**config.mk**
```make
export PLATFORM = sky130hd
export DESIGN_NAME = count_monitor
export DESIGN_NICKNAME = d
export VERILOG_FILES = /design/src/rtl/count_mon_pkg.sv /design/src/rtl/sat_counter.sv /design/src/rtl/count_monitor.sv
export SDC_FILE = /design/constraint.sdc
export NUM_CORES = 1
export LEC_CHECK = 0
export CORE_MARGIN = 1
export CORE_UTILIZATION = 46
export DETAILED_ROUTE_END_ITERATION = 7
export PLACE_DENSITY = 0.8
export RECOVER_POWER = 25
export SLEW_MARGIN = 20
export SYNTH_ARGS = -nofsm -noshare
export SYNTH_HDL_FRONTEND = slang
export SYNTH_SLANG_ARGS = --single-unit
```
**constraint.sdc**
```tcl
create_clock -name clk -period 1.85 [get_ports clk]
set_input_delay 0.4625 -clock clk [delete_from_list [all_inputs] [get_ports clk]]
set_output_delay 0.4625 -clock clk [all_outputs]
set_load 0.02 [all_outputs]
```
**src/rtl/count_mon_pkg.sv**
```systemverilog
// count_mon_pkg: shared constants for count_monitor.
//   ST_*          : FSM state encodings (2 bits; encoding 3 is unused and
//                   decodes to IDLE)
//   *_DEF         : default parameter values for count_monitor
package count_mon_pkg;

  localparam logic [1:0] ST_IDLE  = 2'd0;
  localparam logic [1:0] ST_TRACK = 2'd1;
  localparam logic [1:0] ST_ERR   = 2'd2;

  localparam int CW_DEF       = 4;
  localparam int MAX_HOLD_DEF = 3;
  localparam int WC_W_DEF     = 8;

endpackage

```
**src/rtl/sat_counter.sv**
```systemverilog
// sat_counter: synchronous up-counter that sticks at MAX.
//   clk   : rising-edge clock
//   rst_n : asynchronous active-low reset (q -> 0)
//   inc   : count up by one unless already at MAX
//   clr   : synchronous clear, wins over inc
//   q     : current count
module sat_counter #(
  parameter int         W   = 8,
  parameter logic [W-1:0] MAX = {W{1'b1}}
) (
  input  logic         clk,
  input  logic         rst_n,
  input  logic         inc,
  input  logic         clr,
  output logic [W-1:0] q
);

  always_ff @(posedge clk or negedge rst_n) begin
    if (!rst_n)                q <= '0;
    else if (clr)              q <= '0;
    else if (inc && q != MAX)  q <= q + 1'b1;
  end

endmodule

```
**src/rtl/count_monitor.sv**
```systemverilog
// count_monitor: watches an upstream free-running counter and classifies
// every sample as a legal step, a wrap (max->0), a restart (x->0), a hold
// (unchanged) or an illegal step. All outputs are registered, one clock
// after the sample.
//   clk           : rising-edge clock
//   reset         : asynchronous active-low reset
//   count [CW]    : monitored counter value
//   clr           : synchronous clear of sticky status, FSM back to IDLE
//   wrap_pulse    : one-cycle pulse after a max->0 step
//   restart_pulse : one-cycle pulse after a jump to 0 from a non-max value
//   wrap_count    : saturating number of wraps
//   stall         : count unchanged for MAX_HOLD or more samples
//   step_err      : sticky illegal-step flag
//   err_value     : sample that raised step_err
//   state         : FSM state (IDLE/TRACK/ERR)
module count_monitor import count_mon_pkg::*; #(
  parameter int CW       = CW_DEF,
  parameter int MAX_HOLD = MAX_HOLD_DEF,
  parameter int WC_W     = WC_W_DEF
) (
  input  logic            clk,
  input  logic            reset,
  input  logic [CW-1:0]   count,
  input  logic            clr,
  output logic            wrap_pulse,
  output logic            restart_pulse,
  output logic [WC_W-1:0] wrap_count,
  output logic            stall,
  output logic            step_err,
  output logic [CW-1:0]   err_value,
  output logic [1:0]      state
);

  localparam int HW = $clog2(MAX_HOLD + 1);
  localparam logic [CW-1:0] CMAX = {CW{1'b1}};

  logic [CW-1:0] prev, prev_d, prev_inc, err_value_d;
  logic [1:0]    state_d;
  logic [HW-1:0] hold;
  logic          stall_d, step_err_d, wrap_pulse_d, restart_pulse_d;
  logic          wc_inc, wc_clr, hold_inc, hold_clr;

  assign prev_inc = prev + 1'b1;

  always_comb begin
    state_d         = state;
    prev_d          = prev;
    stall_d         = stall;
    step_err_d      = step_err;
    err_value_d     = err_value;
    wrap_pulse_d    = 1'b0;
    restart_pulse_d = 1'b0;
    wc_inc          = 1'b0;
    wc_clr          = 1'b0;
    hold_inc        = 1'b0;
    hold_clr        = 1'b0;
    if (clr) begin
      state_d     = ST_IDLE;
      prev_d      = '0;
      stall_d     = 1'b0;
      step_err_d  = 1'b0;
      err_value_d = '0;
      wc_clr      = 1'b1;
      hold_clr    = 1'b1;
    end else begin
      case (state)
        ST_TRACK: begin
          if (count == prev) begin
            hold_inc = 1'b1;
            // stall rises together with hold reaching MAX_HOLD
            if (hold >= HW'(MAX_HOLD - 1)) stall_d = 1'b1;
          end else begin
            hold_clr = 1'b1;
            stall_d  = 1'b0;
            prev_d   = count;
            if (prev == CMAX && count == '0) begin
              wrap_pulse_d = 1'b1;
              wc_inc       = 1'b1;
            end else if (count == '0) begin
              // prev is neither max nor 0 here: upstream restarted
              restart_pulse_d = 1'b1;
            end else if (count != prev_inc) begin
              step_err_d  = 1'b1;
              err_value_d = count;
              state_d     = ST_ERR;
            end
          end
        end
        ST_ERR: ;  // frozen until clr
        default: begin  // IDLE and the unused encoding
          prev_d   = count;
          state_d  = ST_TRACK;
          hold_clr = 1'b1;
          stall_d  = 1'b0;
        end
      endcase
    end
  end

  always_ff @(posedge clk or negedge reset) begin
    if (!reset) begin
      state         <= ST_IDLE;
      prev          <= '0;
      stall         <= 1'b0;
      step_err      <= 1'b0;
      err_value     <= '0;
      wrap_pulse    <= 1'b0;
      restart_pulse <= 1'b0;
    end else begin
      state         <= state_d;
      prev          <= prev_d;
      stall         <= stall_d;
      step_err      <= step_err_d;
      err_value     <= err_value_d;
      wrap_pulse    <= wrap_pulse_d;
      restart_pulse <= restart_pulse_d;
    end
  end

  sat_counter #(.W(WC_W), .MAX({WC_W{1'b1}})) u_wrap_cnt (
    .clk(clk), .rst_n(reset), .inc(wc_inc), .clr(wc_clr), .q(wrap_count)
  );

  sat_counter #(.W(HW), .MAX(HW'(MAX_HOLD))) u_hold_cnt (
    .clk(clk), .rst_n(reset), .inc(hold_inc), .clr(hold_clr), .q(hold)
  );

endmodule

```
== Word level (Yosys, flattened, before mapping) ==
Cells that the tools add are included.
Operators by class
  add/sub/neg operators: 3
  order comparisons: 1
  equal/unequal tests: 16
  mux-type cells: 45
  reduce and logical (&&, ||, !) cells: 12
Operator list (number)
  4-bit two-way mux: 8
  1-bit two-way mux: 24
  8-bit two-way mux: 2
  2-bit two-way mux: 7
  3-bit != test (second input constant): 4
  2-bit != test (second input constant): 5
  5-bit AND reduction: 2
  8-bit by 1-bit adder with 8-bit output (second input constant): 1
  8-bit != test (second input constant): 1
  4-bit one-hot mux with 2 select lines: 1
  2-bit nonzero test: 4
  4-bit by 1-bit adder with 4-bit output (second input constant): 1
  4-bit == test: 1
  4-bit == test (second input constant): 1
  4-bit zero test: 1
  4-bit != test: 1
  4-bit != test (second input constant): 1
  1-bit one-hot mux with 2 select lines: 2
  2-bit one-hot mux with 2 select lines: 1
  2-bit AND reduction: 2
  1-bit logical AND: 3
  2-bit by 1-bit adder with 2-bit output (second input constant): 1
  2-bit by 1-bit == test with 1-bit output (second input constant): 1
  2-bit == test (second input constant): 1
  2-bit >= comparator (second input constant): 1
Storage, ports and cells
  flip-flop bits (word level): 24
  input port bits: 7

== Depth between registers and ports, before layout ==
  depth after elaboration: 9
  mapped depth: 6
  mapped depth without buffers: 6

== Modules after synthesis ==
A second synthesis with hierarchy kept.
Unflattened totals
  cells, all modules: 136
  area total of the unflattened synthesis: 1377.6 sq um
By module, submodules not included
  count_monitor: instances 1, cells each 84, area an instance 823.3 sq um, seq. area each 350.3 sq um
  sat_counter (u_wrap_cnt): instances 1, cells each 42, area an instance 430.4 sq um, seq. area each 200.2 sq um
  sat_counter (u_hold_cnt): instances 1, cells each 10, area an instance 123.9 sq um, seq. area each 50.0 sq um

== Worst setup path before layout ==
No wires, ideal clock.
  kind: input port to flip-flop
  from: in count[2]
  to: reg err_value[0]
  arrival: 1652 ps
  data required time: 1724 ps
  path slack: 72 ps
  stages on the path: 4
  cells stage by stage: xor3_1 nor4_4 a211oi_2 a221o_1
Between the ends
  word-level cells in the longest chain between the ends: 4
  elaborated cells between the ends (all ways): 9
  those cells by class: 5 x eq/ne; 4 x reduce/logical
Ends and longest elaborated chain
  start, declared: RTL line count_monitor.sv:23  | input logic [CW-1:0] count,
  4-bit zero test: RTL line count_monitor.sv:76, count_monitor.sv:79
  1-bit logical AND: RTL line count_monitor.sv:76  | if (prev == CMAX && count == '0) begin
  2-bit != test (no line)
  5-bit AND reduction (no line) (*)
  end signal, assigned: RTL line count_monitor.sv:114  | err_value <= err_value_d;
  end, declared: RTL line count_monitor.sv:30  | output logic [CW-1:0] err_value,
Every way passes the cells marked *; elsewhere a longest branch is shown, timed or not.
A chain may end at the register's enable or synchronous reset.

== Worst setup path after layout ==
  from: in count[3]
  to: reg err_value[3]
Between the ends
  word-level cells in the longest chain between the ends: 6
  elaborated cells between the ends (all ways): 15
  those cells by class: 5 x eq/ne; 6 x mux; 4 x reduce/logical
Ends and longest elaborated chain
  4-bit two-way mux: RTL line count_monitor.sv:82  | end else if (count != prev_inc) begin
  4-bit two-way mux: RTL line count_monitor.sv:79  | end else if (count == '0) begin
  4-bit two-way mux: RTL line count_monitor.sv:76
  4-bit two-way mux: RTL line count_monitor.sv:68  | if (count == prev) begin
  4-bit two-way mux: RTL line count_monitor.sv:66  | case (state)
  4-bit two-way mux: RTL line count_monitor.sv:57  | if (clr) begin
Parallel ways exist; a longest one is shown, timed or not. The select of a mux whose other input is x is not followed.

==> summary.md <==
| Metric | Value |
|---|---|
| Sw power | `0.000584 W` |
| Final Core Density | `71.5%` |
| Die W | `between 50 and 60 µm` |
| Maximum VDD drop | `0.000448 V` |
| RSZ-0062 raised after global routing | `true` |
| Cells after synthesis | `around 140` |
| Synth cell count leaders | `dfrtp_1 (24), nand2_1 (13), a21oi_1 (12)` |
| Die height | `58.1 µm` |
| Routed vias | `1403` |
| Area delta synth->final | `42.3%` |
| Number of port buffers | `24` |
| Failing checks | `DRC` |
| Fin nets | `214` |
| Yosys warnings | `0` |
| Placed insts | `237` |
| 1st-pass router iterations | `8` |
| CTS Sinks | `24` |
| Internal | `between 0.0009 and 0.001 W` |
| DIE AREA | `3370 µm²` |
| Proportion of layout cells with a drive suffix above 1 | `28.9%` |
| Gpl congestion | `between 0.9 and 1` |
| Total global-route track usage | `roughly a quarter` |
| WS Path Type | `input port to flop` |
| Initial antenna violation count | `0` |
| Routed wire length | `3810 µm` |
| H-tree depth | `1` |
| Worst-path clk slew | `0.13 ns` |
| CP arrival | `2.05 ns` |
| Simple-gate portion of the synthesized area | `28.7%` |
| Count leader, synth | `dfrtp_1` |
| Setup TNS | `0 ns` |
| PD cells | `769 nW/µm²` |
| Largest net degree at the start of global routing | `25` |
| Global-route wire length before repair | `~6300 µm` |
| Number of antenna diodes | `0` |
| Least-Margin Pin Slew | `0.586 ns` |
| Yosys top cell by area | `dfrtp_1` |
| Sw frac | `37.0%` |
| Period Utilization, post-route | `99.9%` |
| Wire per inst | `~16 µm` |
| Vias per inst | `5.77` |
| Largest stage delay, worst path | `between 0.3 and 0.4 ns` |
| Final Setup Violations | `0` |
| Final Hold Viols | `0` |
| Post-synth EDFFs | `0` |
| Io pins | `25` |
| Mapped cell area | `~1400 µm²` |
| Max-slew violations | `0` |
| Avg Cell Area, Syn | `10.0 µm²` |
| Worst setup SP type | `input port` |
| Worst setup EP type | `flop` |
| CTS tree | `done` |
| Combinational group share of total power | `between 40% and 50%` |
| Ys async rst share | `100%` |
| Hpwl dp | `2830 µm` |
| CP Cell Sequence | `clkdlybuf4s15_1 -> xor2_2 -> nor4_2 -> buf_4 -> buf_4 -> a211oi_2 -> a221o_1` |
| Vias in the first global route | `~1400` |
| Cell mode on critical path | `buf_4` |
| Largest family of logic cells by synthesized area | `simple AND/OR/NAND/NOR gates` |
| Tmin final | `1.85 ns` |
| Initial Util | `around 50%` |
| CORE AREA | `about 2900 µm²` |
| Multiplexer share of the synthesized area | `less than 1%` |
| Slowest cell on crit path | `a221o_1` |
| CTS hold repair buffers | `0` |
| Rows | `19` |
| XOR/XNOR Fraction of Synth Area | `6.41%` |
| Lkg Pwr | `0.994 nW` |
| Buffer depth of the longest clock path | `2` |
| Clock share of power | `between 10 and 15%` |
| Root Buffer | `clkbuf_4` |
| Num CTS Buffers | `3` |
| Sequential element share of the synthesized area | `41.6%` |
| Yosys top cell area share | `41.6%` |
| Power share of the sequential group | `41.4%` |
| Mapped Nets | `155` |
| Clock skew | `~0.0084 ns` |
| Final ANT Viol Nets | `0` |
| Unique masters post-synth | `46` |
| Synth Area in Compound Gates | `~17%` |
| Adder-Cell Fraction of Synth Area | `under 10%` |
| Synthesized flop and latch total | `24` |
| CP max FO | `8` |
| # DRC | `1` |
| HP Class | `flop to flop` |
| Worst skew pair latency | `0.31 ns` |
| Slew headroom | `between 60% and 70%` |
| Initial drt markers | `58` |
| Data required time at the worst endpoint | `approximately 2.1 ns` |
| Largest cells by area after synthesis | `dfrtp_1 (42%), a21oi_1 (4.2%), ha_1 (3.5%)` |
| Remaining global-route overflow | `0` |
| MaxCap Viol Count | `0` |
| Peak Freq | `541 MHz` |
| Status | `finished with violations` |
| Ys flop type | `dfrtp_1` |
| Final Non-Filler Cells | `243` |
worst paths after layout:
check | start | to | slack [ns] | depth (start not counted)
hold reg to reg | step_err$_DFFE_PN0P_ | step_err$_DFFE_PN0P_ | 0.54 | 1
max in group asynchronous | reset | prev[1]$_DFFE_PN0P_ | 0.76 | 2
setup / recovery | count[3] | err_value[3]$_DFFE_PN0P_ | 0.002 | 7
min in group asynchronous | reset | err_value[0]$_DFFE_PN0P_ | 0.68 | 2
setup reg to reg | prev[0]$_DFFE_PN0P_ | err_value[3]$_DFFE_PN0P_ | 0.01 | 5
hold / removal | step_err$_DFFE_PN0P_ | step_err$_DFFE_PN0P_ | 0.54 | 1
flip-flops by register name (all words and copies together), names as in the netlist, 2 cells and up:
register,flops
u_hold_cnt.q,2
err_value,4
state,2
prev,4
u_wrap_cnt.q,8
critical path, delay by kind of cell:
kind | cells | cell delay (ns)
simple gates | 1 | 0.29
buf+inv | 3 | 0.61
compound gates | 2 | 0.42
xor+xnor | 1 | 0.26
timing repair:
action	CTS	global route
pin swaps	5	5
buffers inserted	3	0
endpoints found under the hold margin	0	0
setup endpoints to repair	23	18
resized for setup	17	10
cell type report:
| class | instances | area (µm²) |
|---|---|---|
| clock buffer | 3 | 22.5 |
| multi-input combinational | 114 | 886 |
| sequential | 24 | 602 |
| inverter | 3 | 11.3 |
| tap | 42 | 52.6 |
| fill | 214 | 821 |
| timing repair buffer | 57 | 482 |
power groups by stage:
stage	sequential, W	combinational (W)	clock [W]
global route	0.000664	0.000746	0.000254
finish	0.000654	0.000704	0.000223
global placement	0.000661	0.000621	0
floorplan	0.000705	0.000282	0
detailed placement	0.000666	0.000645	0
CTS	0.000653	0.000696	0.000229
layout by cell type, fill, tap and decap left out, drive strengths merged, types with 3 or more instances in the layout:
cell,Yosys,final
a21oi,12,12
a221o,4,4
a31oi,3,3
and2,3,3
and3,7,7
buf,2,32
clkbuf,1,5
clkdlybuf4s50,0,10
dfrtp,24,24
dlygate4sd2,0,7
dlymetal6s2s,0,4
ha,4,4
inv,3,3
nand2,13,13
nand3,6,6
nand4,4,4
nor2,9,9
nor2b,8,8
nor4,5,5
or4,5,5
xor2,6,6
through the flow:
stage	setup slack (ns)	hold slack (ns)	instance area, µm²	power [W]
final	0.00200	0.542	2060	0.00158
after global routing	-0.0590	0.563	2060	0.00166
after CTS	0.00220	0.514	2040	0.00158
after detailed placement	-0.549	0.493	1950	0.00131
after global placement	-0.517	0.497	1950	0.00128
after floorplan	0.0716	0.167	1450	0.000987
kinds of logic (layout without fill, tap and decap cells):
group / count (synthesis) / after routing
xor gates and xnor gates: 8 / 8
and+or+nand+nor: 67 / 67
adders and majority gates: 4 / 4
AOI/OAI and AO/OA: 34 / 34
muxes: 1 / 1
DFF: 24 / 24
buffers and inverters: 6 / 63
metal layers:
| layer | routed length [µm] | vias to the layer above | global-route usage, % |
|---|---|---|---|
| li1 | - | 663 | - |
| met1 | 1690 | 680 | 32.3 |
| met2 | 1880 | 50 | 41.9 |
| met3 | 150 | 10 | 2.01 |
| met4 | 88 | 0 | 10.5 |
| met5 | 0 | - | 0 |
Note: power is estimated with default switching activity, not from simulation.
==> edit 1, RTL diff (same flow settings) <==
Reset style: synchronous (`reset` and `rst_n`), changed in 2 clocked blocks. Comments in the files are not updated.
--- a/src/rtl/sat_counter.sv
+++ b/src/rtl/sat_counter.sv
@@ -15,7 +15,7 @@
   output logic [W-1:0] q
 );
 
-  always_ff @(posedge clk or negedge rst_n) begin
+  always_ff @(posedge clk) begin
     if (!rst_n)                q <= '0;
     else if (clr)              q <= '0;
     else if (inc && q != MAX)  q <= q + 1'b1;
--- a/src/rtl/count_monitor.sv
+++ b/src/rtl/count_monitor.sv
@@ -97,7 +97,7 @@
     end
   end
 
-  always_ff @(posedge clk or negedge reset) begin
+  always_ff @(posedge clk) begin
     if (!reset) begin
       state         <= ST_IDLE;
       prev          <= '0;
Function: differs if reset is asserted again (counterexample within 4 cycles, from zero or initial values and one cycle with reset low); with reset held inactive, the same outputs for 10 cycles.
==> edit 1 against the original RTL <==
  * The run ends with negative setup slack left
  * Critical path depth decreased by 2
  * Critical path type is now register to register
  * Synthesized cell count is 10% lower
  * Area after synthesis shrank 21%
  * Global-route usage increased by 1.3 points
  * Design area decreased by 20%
  * First-iteration DRC count shrank 47%
  * Sequential cell count unchanged
  * Setup slack worse by 0.058 ns
  * Wire length fell by 14%
  * Non-clock buffer count fell by 9
Power is not compared: it rests on default switching activity, and its combinational part moved more than twofold at a synthesized area within 25%.
==> edit 1: results (changes against the original RTL) <==
leakage=0.0007299 uW; failing checks=negative setup slack (was design-rule violations); first-pass GRT wire length=5.037 mm (was 6.272 mm); WL met3=154 um (was 150 um); Layout Skew=0.002632 ns (was 0.008352 ns); synth top area cells=dfxtp_1, nand2_1, a21oi_1, ha_1, mux2i_1 (was dfrtp_1, a21oi_1, ha_1, nor2b_1, nand2_1); Synth async-reset ratio=0% (was 100.0%); Final Slew Violations=0 (unchanged); GRT Resource Usage Total=25.90% (was 24.62%); share of layout cells above drive strength 1=27.84% (was 28.86%); RD Place Congestion=0.8426 (was 0.9072); # resized after CTS=26 (was 17); DR vias/cell=5.623 (was 5.774); WP data arrival=2.12 ns (was 2.05 ns); initial DRC count=31 (was 58); Synth cell types=30 (was 46); dpl ws=-0.8558 ns (was -0.5487 ns); sequential area share after synthesis=42.20% (was 41.56%); worst-margin pin slew=0.6183 ns (was 0.5865 ns); GR Layer Usage met1=28.00% (was 32.28%); setup bufs post-CTS=4 (was 3); Nets=189 (was 214); status=finished, violations left (unchanged); largest net degree at the start of global routing=13 (was 25); Post-Place Cells=196 (was 237); Synth top cells by count=dfxtp_1, nand2_1, a21oi_1 (was dfrtp_1, nand2_1, a21oi_1); Setup Viol. Count Final=3 (was 0); HP Class=input port to register (was register to register); vias=1147 (was 1403); final worst setup slack=-0.05582 ns (was 0.002002 ns); drt pass-1 iters=4 (was 8); Post-Syn Instances=129 (was 144); GR Layer Usage met2=50.00% (was 41.87%); hpwl dp=2.307 mm (was 2.835 mm); worst-path maximum fanout=4 (was 8); M1 WL=1.329 mm (was 1.689 mm)
edit 1: cells by family after synthesis:
kind of cell    count (synthesis)  synth area share [%]
flops                          24                 42.20
compound gates                 23                 12.09
xor+xnor                        9                 6.923
mux                             5                 4.396
fa+ha+maj                       4                 4.396
simple gates                   59                 27.69
buf+inv                         5                 2.307
edit 1: stage by stage:
stage | TNS, ns | cell area (um2) | utilization, % | hold slack [ns]
final | -0.1020 | 1648 | 72.40 | 0.4344
after global placement | -10.70 | 1534 | 67.40 | 0.4442
after floorplan | -0.7334 | 1139 | - | 0.4568
after global routing | -0.5929 | 1648 | 72.40 | 0.4073
after CTS | -0.02010 | 1615 | 70.97 | 0.4371
after detailed placement | -12.35 | 1534 | 67.40 | 0.4554
edit 1: layout make-up:
cell class	count	area (um2)
inverters	1	3.754
flip-flops and latches	24	483.0
well taps	28	35.03
clock buffers	3	22.52
repair buffers	48	411.6
fillers	193	628.1
multi-input cells	100	691.9
edit 1: final timing paths:
check                            startpoint  cells past startpoint  slack [ns]                           end
setup reg to reg       prev[0]$_SDFFE_PP0P_                      5       -0.06  u_hold_cnt.q[0]$_SDFFE_PP0P_
setup / recovery       prev[0]$_SDFFE_PP0P_                      5       -0.06  u_hold_cnt.q[0]$_SDFFE_PP0P_
hold / removal                     count[0]                      3        0.43          prev[0]$_SDFFE_PP0P_
hold reg to reg   err_value[0]$_SDFFE_PP0P_                      2        0.47     err_value[0]$_SDFFE_PP0P_
edit 1: critical path, cell delays in order, from the launching register on:
cell and delay, ns:
dfxtp_2 0.36, xor2_1 0.18, or4b_4 0.57, or4_4 0.48, nand4b_1 0.15, o31ai_2 0.08
==> edit 2, RTL diff (same settings) <==
Without the edit above. Set the package constant `WC_W_DEF` to 6 (it was 8).
--- a/src/rtl/count_mon_pkg.sv
+++ b/src/rtl/count_mon_pkg.sv
@@ -10,7 +10,7 @@
 
   localparam int CW_DEF       = 4;
   localparam int MAX_HOLD_DEF = 3;
-  localparam int WC_W_DEF     = 8;
+  localparam int WC_W_DEF     = 6;
 
 endpackage
 
Interface: changed (resized wrap_count); port bits go from 25 to 23. No check against the original RTL was run, so the function may have changed too.
==> edit 2 against the original RTL <==
  * Largest cell class unchanged
  * Clock power is 22% higher
  * Sequential cell count down 2
  * Setup slack got worse by 0.091 ns
  * Sequential power is 5.2% lower
  * Non-clock buffer count is 7 lower
  * Power grew 17%
  * Global-route usage rose by 0.39 points
  * Hold slack lost 0.036 ns
  * Design area is 5.5% lower
  * Synthesized cell count down 6.9%
  * The flow finishes with violations (negative setup slack)
  * Sequential share of layout area decreased by 0.88 points
  * Area after synthesis decreased by 8.1%
  * Wire length is 4.4% lower
==> edit 2: results (changes against the original RTL) <==
Reg2Reg Depth=6 (was 5); dpl ws=-0.7446 ns (was -0.5487 ns); final WL=3.639 mm (was 3.808 mm); M1 WL=1.509 mm (was 1.689 mm); Non-CTS buffers=50 (was 57); Data buffer area share=22.09% (was 23.43%); Post-Place Cells=205 (was 237); final hold slack=0.5056 ns (was 0.5416 ns); Synth cell types=37 (was 46); Synth top cells by count=dfrtp_1, and3_1, inv_1, nor2_1 (was dfrtp_1, nand2_1, a21oi_1); Max IR drop VDD=0.0008386 V (was 0.0004478 V); Syn Nets=145 (was 155); setup bufs post-CTS=2 (was 3); Finished Layout Cells=213 (was 243); CP Capture Point=u_wrap_cnt.q[1]$_DFFE_PN0P_ (was err_value[3]$_DFFE_PN0P_); leakage=0.0009473 uW (was 0.0009942 uW); GR Layer Usage met1=32.23% (was 32.28%); share of layout cells above drive strength 1=32.97% (was 28.86%); comb_multi_in=98 (was 114); Clk Latency, worst-skew pair=0.31 ns (about the same); IO Port Bufs=22 (was 24); sequential area share after synthesis=41.47% (was 41.56%); WP data arrival=2.18 ns (was 2.05 ns); failing checks=negative setup slack (was design-rule violations); Post-Syn Instances=134 (was 144); GR Layer Usage met2=39.24% (was 41.87%); Setup Viol. Count Final=10 (was 0); hpwl dp=2.367 mm (was 2.835 mm); Critical R2R Capture=u_wrap_cnt.q[5]$_DFFE_PN0P_ (was err_value[3]$_DFFE_PN0P_); fraction of area in registers=28.40% (was 29.28%); placed cell area=0.001737 mm2 (was 0.001951 mm2); fin util=71.08% (was 71.47%); met3 Usage GRT=3.488% (was 2.009%); first-pass GRT wire length=6.113 mm (was 6.272 mm); worst-margin pin slew=1.151 ns (was 0.5865 ns); # fillers=191 (was 214); final worst setup slack=-0.08920 ns (was 0.002002 ns); multi-input combinational area share=44.11% (was 43.09%); status=finished, violations left (unchanged); Layout Skew=0.01317 ns (was 0.008352 ns); # resized after CTS=33 (was 17); CLK BUF=4 (was 3); Synth Register Bits=22 (was 24); largest net degree at the start of global routing=23 (was 25); synth top area cells=dfrtp_1, xnor2_1, o31ai_1, and3_1, ha_1 (was dfrtp_1, a21oi_1, ha_1, nor2b_1, nand2_1)
## edit 2: cell count changes after synthesis, moves of 3 or more
cell | unedited run | this run
o31ai_1 | 2 | 7
a21oi_1 | 12 | 3
nor4_2 | 3 | 0
xnor2_1 | 1 | 7
clkbuf_1 | 1 | 5
o2111ai_1 | 0 | 4
mux2_2 | 0 | 4
nor4_1 | 1 | 5
nand2_1 | 13 | 2
inv_1 | 3 | 8
## edit 2: cells by family after synthesis
family,synth area share [%]
buffers and inverters,4.524
xor gates and xnor gates,7.257
muxes,3.393
adders and majority gates,3.770
and+or+nand+nor,22.43
AOI/OAI and AO/OA,17.15
DFF,41.47
## edit 2: power breakdown
group	switching, uW	total [uW]	internal, uW
combinational	508	952	444
sequential	62.8	620	558
clock	150	271	120
total	721	1840	1120
## edit 2: worst max-delay path, stage by stage
cell     delay, ns
buf_6         0.10
or4_4         0.53
a311o_2       0.39
buf_12        0.15
or4_4         0.41
a21oi_2       0.14
